==> src/rtl/freq_meter.sv <==
// freq_meter: period and frequency meter for a slow asynchronous input.
// Define FREQ_METER_DUTY_EN to add the high_time (high-phase) output.
module freq_meter #(
   parameter  int BASE_SPEED = 50000000,
   parameter  int MAX_PERIOD = 50000000,
   localparam int CW = $clog2(MAX_PERIOD) + 1,
   localparam int QW = $clog2(BASE_SPEED) + 1
) (
   input  logic          clk,
   input  logic          reset,
   input  logic          sig_in,
   output logic [CW-1:0] period,
   output logic [QW-1:0] freq,
   output logic          valid,
   output logic          timeout,
   output logic          overrun
`ifdef FREQ_METER_DUTY_EN
   ,
   output logic [CW-1:0] high_time
`endif
);

   localparam int IW = $clog2(QW) + 1;

   typedef enum logic {WAIT_FIRST, COUNT} state_t;

   state_t          r_state;
   state_t          w_state_nx;
   logic            r_s1, r_s2, r_s3;
   logic            w_edge;
   logic [CW-1:0]   r_cnt;
   logic [CW-1:0]   w_cnt_nx;
   logic            w_accept;
   logic            w_drop;
   logic            w_tmo;

   logic            r_busy;
   logic [IW-1:0]   r_iter;
   logic [CW-1:0]   r_dsr;
   logic [CW:0]     r_rem;
   logic [QW-1:0]   r_quo;
   logic [QW-1:0]   r_dvd;
   logic [CW:0]     w_shift;
   logic            w_ge;
   logic [CW:0]     w_rem_nx;
   logic [QW-1:0]   w_quo_nx;
   logic            w_last;

   logic [CW-1:0]   r_period;
   logic [QW-1:0]   r_freq;
   logic            r_valid;
   logic            r_timeout;
   logic            r_overrun;

   always_ff @(posedge clk) begin
      if (reset) begin
         r_s1 <= 1'b0;
         r_s2 <= 1'b0;
         r_s3 <= 1'b0;
      end else begin
         r_s1 <= sig_in;
         r_s2 <= r_s1;
         r_s3 <= r_s2;
      end
   end

   assign w_edge = r_s2 & ~r_s3;

   always_ff @(posedge clk) begin
      if (reset) begin
         r_state <= WAIT_FIRST;
         r_cnt   <= '0;
      end else begin
         r_state <= w_state_nx;
         r_cnt   <= w_cnt_nx;
      end
   end

   // An edge always wins over the timeout in the same cycle
   always_comb begin
      w_state_nx = r_state;
      w_cnt_nx   = r_cnt;
      w_accept   = 1'b0;
      w_drop     = 1'b0;
      w_tmo      = 1'b0;
      unique case (r_state)
         WAIT_FIRST: begin
            w_cnt_nx = '0;
            if (w_edge) begin
               w_cnt_nx   = CW'(1);
               w_state_nx = COUNT;
            end
         end
         COUNT: begin
            if (w_edge) begin
               w_cnt_nx = CW'(1);
               if (r_busy) w_drop = 1'b1;
               else        w_accept = 1'b1;
            end else if (r_cnt == CW'(MAX_PERIOD)) begin
               w_tmo      = 1'b1;
               w_cnt_nx   = '0;
               w_state_nx = WAIT_FIRST;
            end else begin
               w_cnt_nx = r_cnt + CW'(1);
            end
         end
         default: begin
            w_state_nx = WAIT_FIRST;
            w_cnt_nx   = '0;
         end
      endcase
   end

   assign w_shift  = {r_rem[CW-1:0], r_dvd[QW-1]};
   assign w_ge     = (w_shift >= {1'b0, r_dsr});
   assign w_rem_nx = w_ge ? (w_shift - {1'b0, r_dsr}) : w_shift;
   assign w_quo_nx = {r_quo[QW-2:0], w_ge};
   assign w_last   = r_busy && (r_iter == IW'(QW - 1));

   always_ff @(posedge clk) begin
      if (reset) begin
         r_busy <= 1'b0;
         r_iter <= '0;
         r_dsr  <= '0;
         r_rem  <= '0;
         r_quo  <= '0;
         r_dvd  <= '0;
      end else if (w_accept) begin
         r_busy <= 1'b1;
         r_iter <= '0;
         r_dsr  <= r_cnt;
         r_rem  <= '0;
         r_quo  <= '0;
         r_dvd  <= QW'(BASE_SPEED);
      end else if (r_busy) begin
         r_rem  <= w_rem_nx;
         r_quo  <= w_quo_nx;
         r_dvd  <= {r_dvd[QW-2:0], 1'b0};
         r_iter <= r_iter + IW'(1);
         if (w_last) r_busy <= 1'b0;
      end
   end

   always_ff @(posedge clk) begin
      if (reset) begin
         r_period  <= '0;
         r_freq    <= '0;
         r_valid   <= 1'b0;
         r_timeout <= 1'b0;
         r_overrun <= 1'b0;
      end else begin
         r_valid <= 1'b0;
         if (w_last) begin
            r_period  <= r_dsr;
            r_freq    <= w_quo_nx;
            r_valid   <= 1'b1;
            r_timeout <= 1'b0;
         end else if (w_tmo) begin
            r_period  <= '0;
            r_freq    <= '0;
            r_timeout <= 1'b1;
         end
         if (w_drop) r_overrun <= 1'b1;
      end
   end

   assign period  = r_period;
   assign freq    = r_freq;
   assign valid   = r_valid;
   assign timeout = r_timeout;
   assign overrun = r_overrun;

`ifdef FREQ_METER_DUTY_EN
   logic [CW-1:0] r_hcnt;
   logic [CW-1:0] r_hsh;
   logic [CW-1:0] r_high;

   always_ff @(posedge clk) begin
      if (reset) begin
         r_hcnt <= '0;
         r_hsh  <= '0;
         r_high <= '0;
      end else begin
         if (w_edge)
            r_hcnt <= CW'(1);
         else if (r_s2 && (r_hcnt != CW'(MAX_PERIOD)))
            r_hcnt <= r_hcnt + CW'(1);
         if (w_accept) r_hsh <= r_hcnt;
         if (w_last)     r_high <= r_hsh;
         else if (w_tmo) r_high <= '0;
      end
   end

   assign high_time = r_high;
`endif

endmodule

==> config.mk <==
export PLATFORM = sky130hd
export DESIGN_NAME = freq_meter
export DESIGN_NICKNAME = d
export VERILOG_FILES = /design/src/rtl/freq_meter.sv
export SDC_FILE = /design/constraint.sdc
export NUM_CORES = 1
export LEC_CHECK = 0
export BUFFER_PORTS_ARGS = -buffer_cell sky130_fd_sc_hd__buf_4
export CORE_ASPECT_RATIO = 0.6
export CORE_MARGIN = 4
export CORE_UTILIZATION = 55
export CTS_CLUSTER_DIAMETER = 200
export DETAILED_ROUTE_END_ITERATION = 16
export PLACE_DENSITY = 0.79
export SLEW_MARGIN = 20
export SYNTH_ARGS = -nofsm -noshare
export SYNTH_HDL_FRONTEND = slang
export SYNTH_SLANG_ARGS = --single-unit
export TNS_END_PERCENT = 20
==> constraint.sdc <==
create_clock -name clk -period 2.65 [get_ports clk]
set_input_delay 0.53 -clock clk [delete_from_list [all_inputs] [get_ports clk]]
set_output_delay 0.53 -clock clk [all_outputs]
set_load 0.05 [all_outputs]
==> metrics.md, run 1 <==
| Metric | Value |
|---|---|
| Status | completed |
| Area leader, netlist | dfxtp_1 |
| Max layer used | met4 |
| Met2 WL post-DR | 9340 um |
| Cts bufs inserted | 17 |
| Sequence of cells on the critical path | ha_1, fa_2, nand2b_2, a21o_1, a21oi_2, o21bai_4, and3_4, nor2_4, buf_12, nand3_2, a311oi_2 |
| Buffers & Inverters on Critical Path | 1 |
| Max stage delay on crit path | 0.36 ns |
| Crit end category | flip-flop |
| Worst EP required | 2.99 ns |
| Post-synth ARST share | 0% |
| Final Routed Wirelength | 22600 um |
| Pin count of the biggest net entering global routing | 59 |
| Overflow left after global routing | 0 |
| Dpl hpwl | 15100 um |
| Clk Tree Root Cell | clkbuf_16 |
| Ys flop type | dfxtp_1 |
| CORE AREA | 15500 um^2 |
| # IOs | 60 |
| Hold buffer count at CTS | 0 |
| Max Root-Sink Buffers | 2 |
| Final setup viols | 0 |
| Die Height | 106 um |
| ANT cells | 0 |
| Startpoint Class | flip-flop |
| # port buffers | 59 |
| Met3 WL | 2110 um |
| Ranking of synthesized cells by area | dfxtp_1 44%, nor2_1 5.3%, a22o_1 5.3% |
| Crit path DAT | 2.92 ns |
| CTS tree | built |
| Die X | 171 um |
| Latest clock arrival within the worst-skew pair | 0.44 ns |
| Initial antenna violation count | 0 |
| Post-synthesis sequential area ratio | 44.4% |
| Synth Area per Inst | 8.87 um^2 |
| Synth top area share | 44.4% |
| Cell Area, Synth | 8800 um^2 |
| Fmax achieved | 388 MHz |
| Die footprint | 18200 um^2 |
| Final min period | 2.58 ns |
| Max-cap check violation count | 0 |
| Unrepaired setup endpoints after global routing | yes |
| First drt pass iteration count | 6 |
| Synth warnings | 0 |
| Metal-1 WL | 10800 um |
| CTS H-Tree Depth | 4 |
| Detailed Route Iter0 Violations | 751 |
| Initial core utilization | 56.8% |
| Clock Skew | 0.0142 ns |
| DR vias/cell | 5.94 |
| Largest delay share family, worst path | compound AO/OA/AOI/OAI gates |
| Final RePlAce weighted congestion | 0.946 |
| Final Hold Violating Endpoints | 0 |
| Least-Margin Pin Slew | 0.946 ns |
| Share of cells above drive strength 1 | 17.0% |
| DRC | 0 |
| WS Path Type | reg -> reg |
| Final max-slew violation count | 0 |
| Post-synth EDFFs | 0 |
| WL per Instance | 17.8 um |
| Max VDD drop | 0.539 mV |
| Nets@finish | 1086 |
| Worst-path maximum fanout | 11 |
| Fin Hold WS | 0.300 ns |
| Gate Count Post-Synth | 992 |
| Synth-to-Final Area Change | 16.7% |
| Vias | 7520 |
| Tcrit/Tclk final | 97.2% |
| Sink Count | 195 |
| Detail Route Antenna Nets | 0 |
| Global Route Usage Sum | 24.7% |
| Hold Path Class | in -> reg |
| Leakage | 0.00400 uW |
| Setup TNS | 0 ns |
| Critical Path Slowest Stage Cell | fa_2 |
| PwrDens | 603 nW/um^2 |
| Synth cell types | 67 |
| Flops & latches, synth | 195 |
| First-pass GRT wire length | 36300 um |
| Clock-pin slew on the worst setup and hold paths | 0.08 ns |
| Power Total | 6190 uW |
| Slew headroom | 36.8% |
| Syn nets | 1027 |
| Vias in the first global route | 6939 |
| Num rows | 35 |
## repair_timing
item,CTS,global route
resized for setup,3,30
setup endpoints to repair,19,26
pin swaps,0,5
buffers inserted,0,3
## sequential cells by signal, summed over array words and instances, names as in the netlist
name	count
freq	27
overrun	1
period	27
r_busy	1
r_cnt	27
r_dsr	27
r_dvd	20
r_iter	6
r_quo	26
r_rem	27
r_s1	1
r_s2	1
r_s3	1
r_state	1
timeout	1
valid	1
## kinds of logic (layout without fill, tap and decap cells)
| group | Yosys count | count (layout) | synth area share [%] |
|---|---|---|---|
| adders and majority gates | 32 | 32 | 4.63 |
| AOI/OAI and AO/OA | 213 | 213 | 16.7 |
| xor gates and xnor gates | 46 | 46 | 4.58 |
| buffers and inverters | 93 | 165 | 5.15 |
| DFF | 195 | 195 | 44.4 |
| muxes | 38 | 38 | 4.34 |
| and+or+nand+nor | 375 | 375 | 20.2 |
## per-stage QoR
step	utilization [%]	instances	cell area (um^2)	worst slack, ns
after global routing	66.2	1267	10300	-0.0369
after detailed placement	61.2	1232	9490	-0.0100
final	66.2	1267	10300	0.0747
after CTS	65.4	1264	10100	0.0256
after global placement	61.2	1232	9490	0.0506
after floorplan	-	992	8800	0.246
## area by class of cell
class	count	area, um^2
Clock buffer	18	450
Clock inverter	14	184
Fill cell	1231	5230
Inverter	39	146
Multi-Input combinational cell	704	4580
Sequential cell	195	3910
Tap cell	203	254
Timing Repair Buffer	94	743
## routing by layer
metal | up-vias | global-route usage [%]
met5 | - | 0
met2 | 336 | 34.5
met3 | 36 | 6.95
met1 | 3581 | 37.1
met4 | 0 | 6.39
li1 | 3567 | -
## synth_stat cells, types with 4 or more instances
cell,instances
a21o_1,8
a21oi_1,71
a22o_1,53
a311oi_1,8
a31oi_1,7
and3_1,5
buf_1,4
buf_2,13
buf_4,4
buf_6,9
clkbuf_1,23
dfxtp_1,195
ha_1,31
inv_1,39
mux2i_1,37
nand2_1,107
nand2b_1,10
nand3_1,22
nand4_1,16
nor2_1,124
nor2b_1,23
nor3_1,26
o211ai_1,4
o21a_1,7
o21ai_0,27
or3_1,6
xnor2_1,17
xor2_1,29
## layout by cell type (no fill, tap or decap), types with 4 or more instances in the layout
master / Yosys / final
nand2b_1: 10 / 9
ha_2: 0 / 6
mux2i_1: 37 / 37
nor3_1: 26 / 26
and3_1: 5 / 5
nor2b_1: 23 / 21
xor2_1: 29 / 29
dfxtp_1: 195 / 193
nand4_1: 16 / 16
xnor2_1: 17 / 17
ha_1: 31 / 24
or3_1: 6 / 6
o21ai_1: 1 / 4
nand3_1: 22 / 22
a31oi_1: 7 / 7
buf_4: 4 / 91
nor2_1: 124 / 122
a21o_1: 8 / 8
clkbuf_16: 0 / 18
a21oi_1: 71 / 65
o21a_1: 7 / 6
nand2_1: 107 / 107
a21oi_2: 3 / 8
inv_1: 39 / 39
a22o_1: 53 / 53
o21ai_0: 27 / 23
o211ai_1: 4 / 4
a311oi_1: 8 / 7
## report_power, final
group	switching (uW)	total [uW]	internal (uW)	leakage, uW
Clock	1270	2770	1500	0.000312
Combinational	280	468	188	0.00211
Sequential	11.0	2950	2940	0.00157
## final timing paths
kind | end | cells past startpoint | slack, ns | from
worst max-delay path | r_rem[2] | 11 | 0.07 | r_dsr[0]
worst min register to register | r_s2 | 1 | 0.45 | r_s1
worst max register to register | r_rem[2] | 11 | 0.07 | r_dsr[0]
worst min-delay path | r_s1 | 2 | 0.30 | sig_in
(Power assumes the default switching activity.)
==> run 2: changes to the inputs <==
RECOVER_POWER = 100   (was default)
==> metrics.md, run 2 (same netlist as run 1, synthesis figures left out) <==
| Metric | Value |
|---|---|
| Cts bufs inserted | 17 |
| DRC | 0 |
| Commonest non-fill, non-tap cell in the layout | dfxtp_1 |
| Tcrit/Tclk final | 97.9% |
| First-pass GRT wire length | 36300 um |
| Die footprint | 18200 um^2 |
| Pin count of the biggest net entering global routing | 59 |
| Final RePlAce weighted congestion | 0.946 |
| Detailed Route Iter0 Violations | 786 |
| CTS tree | built |
| Most frequent cells in the layout | 194 x dfxtp_1, 123 x nor2_1, 107 x nand2_1 |
| CORE AREA | 15500 um^2 |
| Critical Path Slowest Stage Cell | or4_1 |
| Crit path DAT | 2.89 ns |
| Share of cells above drive strength 1 | 11.4% |
| Max-cap check violation count | 0 |
| # IOs | 60 |
| Sink Count | 195 |
| Detail Route Antenna Nets | 0 |
| Final Hold Violating Endpoints | 0 |
| Dpl hpwl | 15100 um |
| CTS H-Tree Depth | 4 |
| Worst-path maximum fanout | 6 |
| Area after DPL | 9490 um^2 |
| Nets@finish | 1086 |
| Global Route Usage Sum | 24.7% |
| Max VDD drop | 0.539 mV |
| Final min period | 2.59 ns |
| Overflow left after global routing | 0 |
| Die X | 171 um |
| Least-Margin Pin Slew | 1.02 ns |
| Sequence of cells on the critical path | inv_1, ha_1, a21oi_2, o21a_1, o21ai_1, o21ai_1, a21oi_2, or4_1, nand3_1, o22ai_1 |
| Final Routed Wirelength | 22600 um |
| DR vias/cell | 5.89 |
| Clk Tree Root Cell | clkbuf_16 |
| Fillers | 1294 |
| Post-route cell area | 10000 um^2 |
| Status | completed |
| Vias | 7458 |
| Fmax achieved | 385 MHz |
| Utilization after layout | 64.7% |
| Slew headroom | 32.0% |
| Final setup viols | 0 |
| Initial core utilization | 56.8% |
| Clock-pin slew on the worst setup and hold paths | 0.08 ns |
| PwrDens | 617 nW/um^2 |
| Setup TNS | 0 ns |
| Initial antenna violation count | 0 |
| Unrepaired setup endpoints after global routing | yes |
| ANT cells | 0 |
| Crit end category | flip-flop |
| Clock Skew | 0.0167 ns |
| Max Root-Sink Buffers | 2 |
| Hold buffer count at CTS | 0 |
| Latest clock arrival within the worst-skew pair | 0.44 ns |
| Die Height | 106 um |
| Hold Path Class | in -> reg |
| Vias in the first global route | 6939 |
| Buffers & Inverters on Critical Path | 1 |
| Num rows | 35 |
| Largest delay share family, worst path | compound AO/OA/AOI/OAI gates |
| First drt pass iteration count | 5 |
| Fin Hold WS | 0.304 ns |
| Max stage delay on crit path | 0.51 ns |
| Synth-to-Final Area Change | 13.9% |
| WL per Instance | 17.8 um |
| # port buffers | 59 |
| Worst EP required | 2.94 ns |
| Final max-slew violation count | 0 |
| Leakage | 0.00374 uW |
| WS Path Type | reg -> reg |
| Startpoint Class | flip-flop |
run 2: metal layers:
layer  up-vias  wire length, um  part of all wire (%)  global-route usage, %
met5         -                0                     0                      0
met3        24             2040                   9.0                   6.95
li1       3567                -                     -                      -
met2       302             9380                    42                   34.5
met4         0              271                   1.2                   6.39
met1      3565            10900                    48                   37.1
run 2: power breakdown:
group | internal, uW | total (uW) | switching, uW
combinational | 184 | 466 | 281
sequential | 2940 | 2950 | 11.0
clock | 1500 | 2770 | 1270
run 2: worst register-to-register path: cells and delay by family, from the launching register on:
family | cells | cell delay (ns)
flip-flops | 1 | 0.36
AO/OA/AOI/OAI | 6 | 1.04
buffers and inverters | 1 | 0.06
adder cells (fa/ha/maj) | 1 | 0.41
AND/OR/NAND/NOR | 2 | 0.59
run 2: final cells by class:
cell class | count | area, um^2 | area share [%]
Multi-Input combinational cell | 704 | 4580 | 45.7
Timing Repair Buffer | 94 | 507 | 5.05
Clock buffer | 18 | 450 | 4.49
Inverter | 39 | 146 | 1.46
Tap cell | 203 | 254 | 2.53
Sequential cell | 195 | 3910 | 38.9
Clock inverter | 14 | 184 | 1.83
run 2: worst paths after layout:
check | startpoint | to | slack, ns | cells after the start
hold / removal | sig_in | r_s1 | 0.30 | 2
hold reg to reg | r_s1 | r_s2 | 0.45 | 1
setup reg to reg | r_dsr[7] | r_rem[26] | 0.06 | 10
setup / recovery | r_dsr[7] | r_rem[26] | 0.06 | 10
run 2: what timing repair did:
item / 4_1_cts / 5_1_grt
buffers inserted: 0 / 3
pin swaps: 0 / 5
gates resized for setup: 3 / 30
setup endpoints to repair: 19 / 26
run 2: through the flow:
step / cells / setup WS, ns / total power, uW
after global placement: 1232 / 0.0506 / 3440
after detailed placement: 1232 / -0.0100 / 3450
final: 1267 / 0.0556 / 6190
after floorplan: 992 / 0.246 / 3340
after CTS: 1264 / 0.0256 / 6170
after global routing: 1267 / -0.0369 / 6350
==> run 3: changes to the inputs <==
CORE_UTILIZATION = 60   (was 55)
PLACE_DENSITY = 0.84   (was 0.79)
==> metrics.md, run 3 (same netlist as run 1, synthesis figures left out) <==
| Metric | Value |
|---|---|
| Slew headroom | 57.6% |
| Nets@finish | 1085 |
| Crit path DAT | 2.96 ns |
| First-pass GRT wire length | 35900 um |
| Startpoint Class | flip-flop |
| Met2 WL post-DR | 9850 um |
| Post-route cell area | 10200 um^2 |
| Detailed Route Iter0 Violations | 796 |
| Fmax achieved | 375 MHz |
| WL per Instance | 18.5 um |
| Fillers | 979 |
| Placed Cells incl. Taps | 1215 |
| # port buffers | 59 |
| Detail Route Antenna Nets | 0 |
| Largest delay share family, worst path | compound AO/OA/AOI/OAI gates |
| Initial antenna violation count | 0 |
| Status | finished with violations |
| Dpl ws | -0.138 ns |
| Clk Tree Root Cell | clkbuf_16 |
| Clock-pin slew on the worst setup and hold paths | 0.08 ns |
| DR vias/cell | 6.14 |
| Hold buffer count at CTS | 0 |
| # IOs | 60 |
| Max stage delay on crit path | 0.44 ns |
| Leakage | 0.00375 uW |
| Final min period | 2.67 ns |
| Hold Path Class | in -> reg |
| Sequence of cells on the critical path | inv_1, ha_1, o211ai_1, a21o_1, a21oi_2, o21bai_4, and3_4, nor2_4, buf_12, mux2i_1, a21oi_1 |
| Overflow left after global routing | 0 |
| Die footprint | 16700 um^2 |
| Metal-1 WL | 10200 um |
| Critical Path Slowest Stage Cell | ha_1 |
| Buffers & Inverters on Critical Path | 2 |
| ANT cells | 0 |
| Crit end category | flip-flop |
| Pin count of the biggest net entering global routing | 105 |
| Final RePlAce weighted congestion | 0.950 |
| First drt pass iteration count | 5 |
| Final Routed Wirelength | 23200 um |
| Num rows | 33 |
| FF/Latch Area | 3910 um^2 |
| Die X | 164 um |
| Final Hold Violating Endpoints | 0 |
| Vias in the first global route | 6963 |
| Commonest non-fill, non-tap cell in the layout | dfxtp_1 |
| Multi-input gate area | 4710 um^2 |
| Worst-path maximum fanout | 6 |
| Least-Margin Pin Slew | 0.638 ns |
| Dpl hpwl | 14900 um |
| WS Path Type | reg -> reg |
| Initial core utilization | 62.9% |
| Max Root-Sink Buffers | 2 |
| Vias | 7701 |
| Final setup viols | 1 |
| Final WS setup | -0.0156 ns |
| Global Route Usage Sum | 26.7% |
| Most frequent cells in the layout | 189 x dfxtp_1, 124 x nor2_1, 105 x nand2_1 |
| Worst EP required | 2.94 ns |
| Unrepaired setup endpoints after global routing | yes |
| Synth-to-Final Area Change | 15.4% |
| Final cell count without fillers | 1254 |
| PwrDens | 601 nW/um^2 |
| Cts bufs inserted | 17 |
| Tcrit/Tclk final | 101% |
| Fin Hold WS | 0.330 ns |
| Share of cells above drive strength 1 | 12.9% |
| Failing checks | negative setup slack |
| Clock Skew | 0.0116 ns |
| Final max-slew violation count | 0 |
| Max-cap check violation count | 0 |
| Die Height | 102 um |
| DRC | 0 |
| Latest clock arrival within the worst-skew pair | 0.43 ns |
| CTS H-Tree Depth | 4 |
| Area after DPL | 9460 um^2 |
| Max VDD drop | 0.500 mV |
| CORE AREA | 14000 um^2 |
| Met3 WL | 2840 um |
| Sink Count | 195 |
| Max layer used | met4 |
| CTS tree | built |
==> run 3: cell type report <==
| class | count | area share, % |
|---|---|---|
| clock buffer | 19 | 4.36 |
| clock inverter | 12 | 1.42 |
| inverter | 39 | 1.44 |
| multi-input combinational | 704 | 46.3 |
| sequential | 195 | 38.5 |
| tap | 192 | 2.37 |
| timing repair buffer | 93 | 5.56 |
==> run 3: routing by layer <==
layer  track usage [%]  vias to the layer above
li1                  -                     3572
met1              39.8                     3663
met2              37.4                      426
met3              8.83                       40
met4              6.31                        0
met5                 0                        -
==> run 3: what timing repair did <==
action                                  4_1_cts  5_1_grt
gates cloned                                  0        1
endpoints found under the setup margin       20       27
setup buffers                                 0        7
pin swaps                                     0       14
gates resized for setup                       8       49
==> run 3: through the flow <==
step / setup TNS [ns] / util [%] / total power, uW
after global placement: 0 / 67.6 / 3440
final: -0.0156 / 72.6 / 6100
after global routing: -1.97 / 72.6 / 6270
after floorplan: 0 / - / 3340
after detailed placement: -0.443 / 67.6 / 3450
after CTS: 0 / 72.0 / 6040
==> run 3: where the power goes <==
| part | internal (uW) | leakage (uW) | switching (uW) |
|---|---|---|---|
| sequential | 2940 | 0.00157 | 12.3 |
| combinational | 210 | 0.00189 | 305 |
| clock | 1440 | 0.000285 | 1200 |
| total | 4590 | 0.00375 | 1510 |
==> run 3: worst reg2reg max path: cells and delay by family (launching register included) <==
family,cells,cell delay [ns]
fa+ha+maj,1,0.44
simple gates,2,0.41
compound gates,5,0.79
flops,1,0.38
mux,1,0.22
buf+inv,2,0.30
==> run 3: worst paths after layout <==
check / depth (start not counted) / end / startpoint / slack, ns
max: 11 / r_rem[16] / r_dsr[5] / -0.02
min: 2 / r_s1 / sig_in / 0.33
max reg2reg: 11 / r_rem[16] / r_dsr[5] / -0.02
min reg2reg: 1 / r_s2 / r_s1 / 0.45
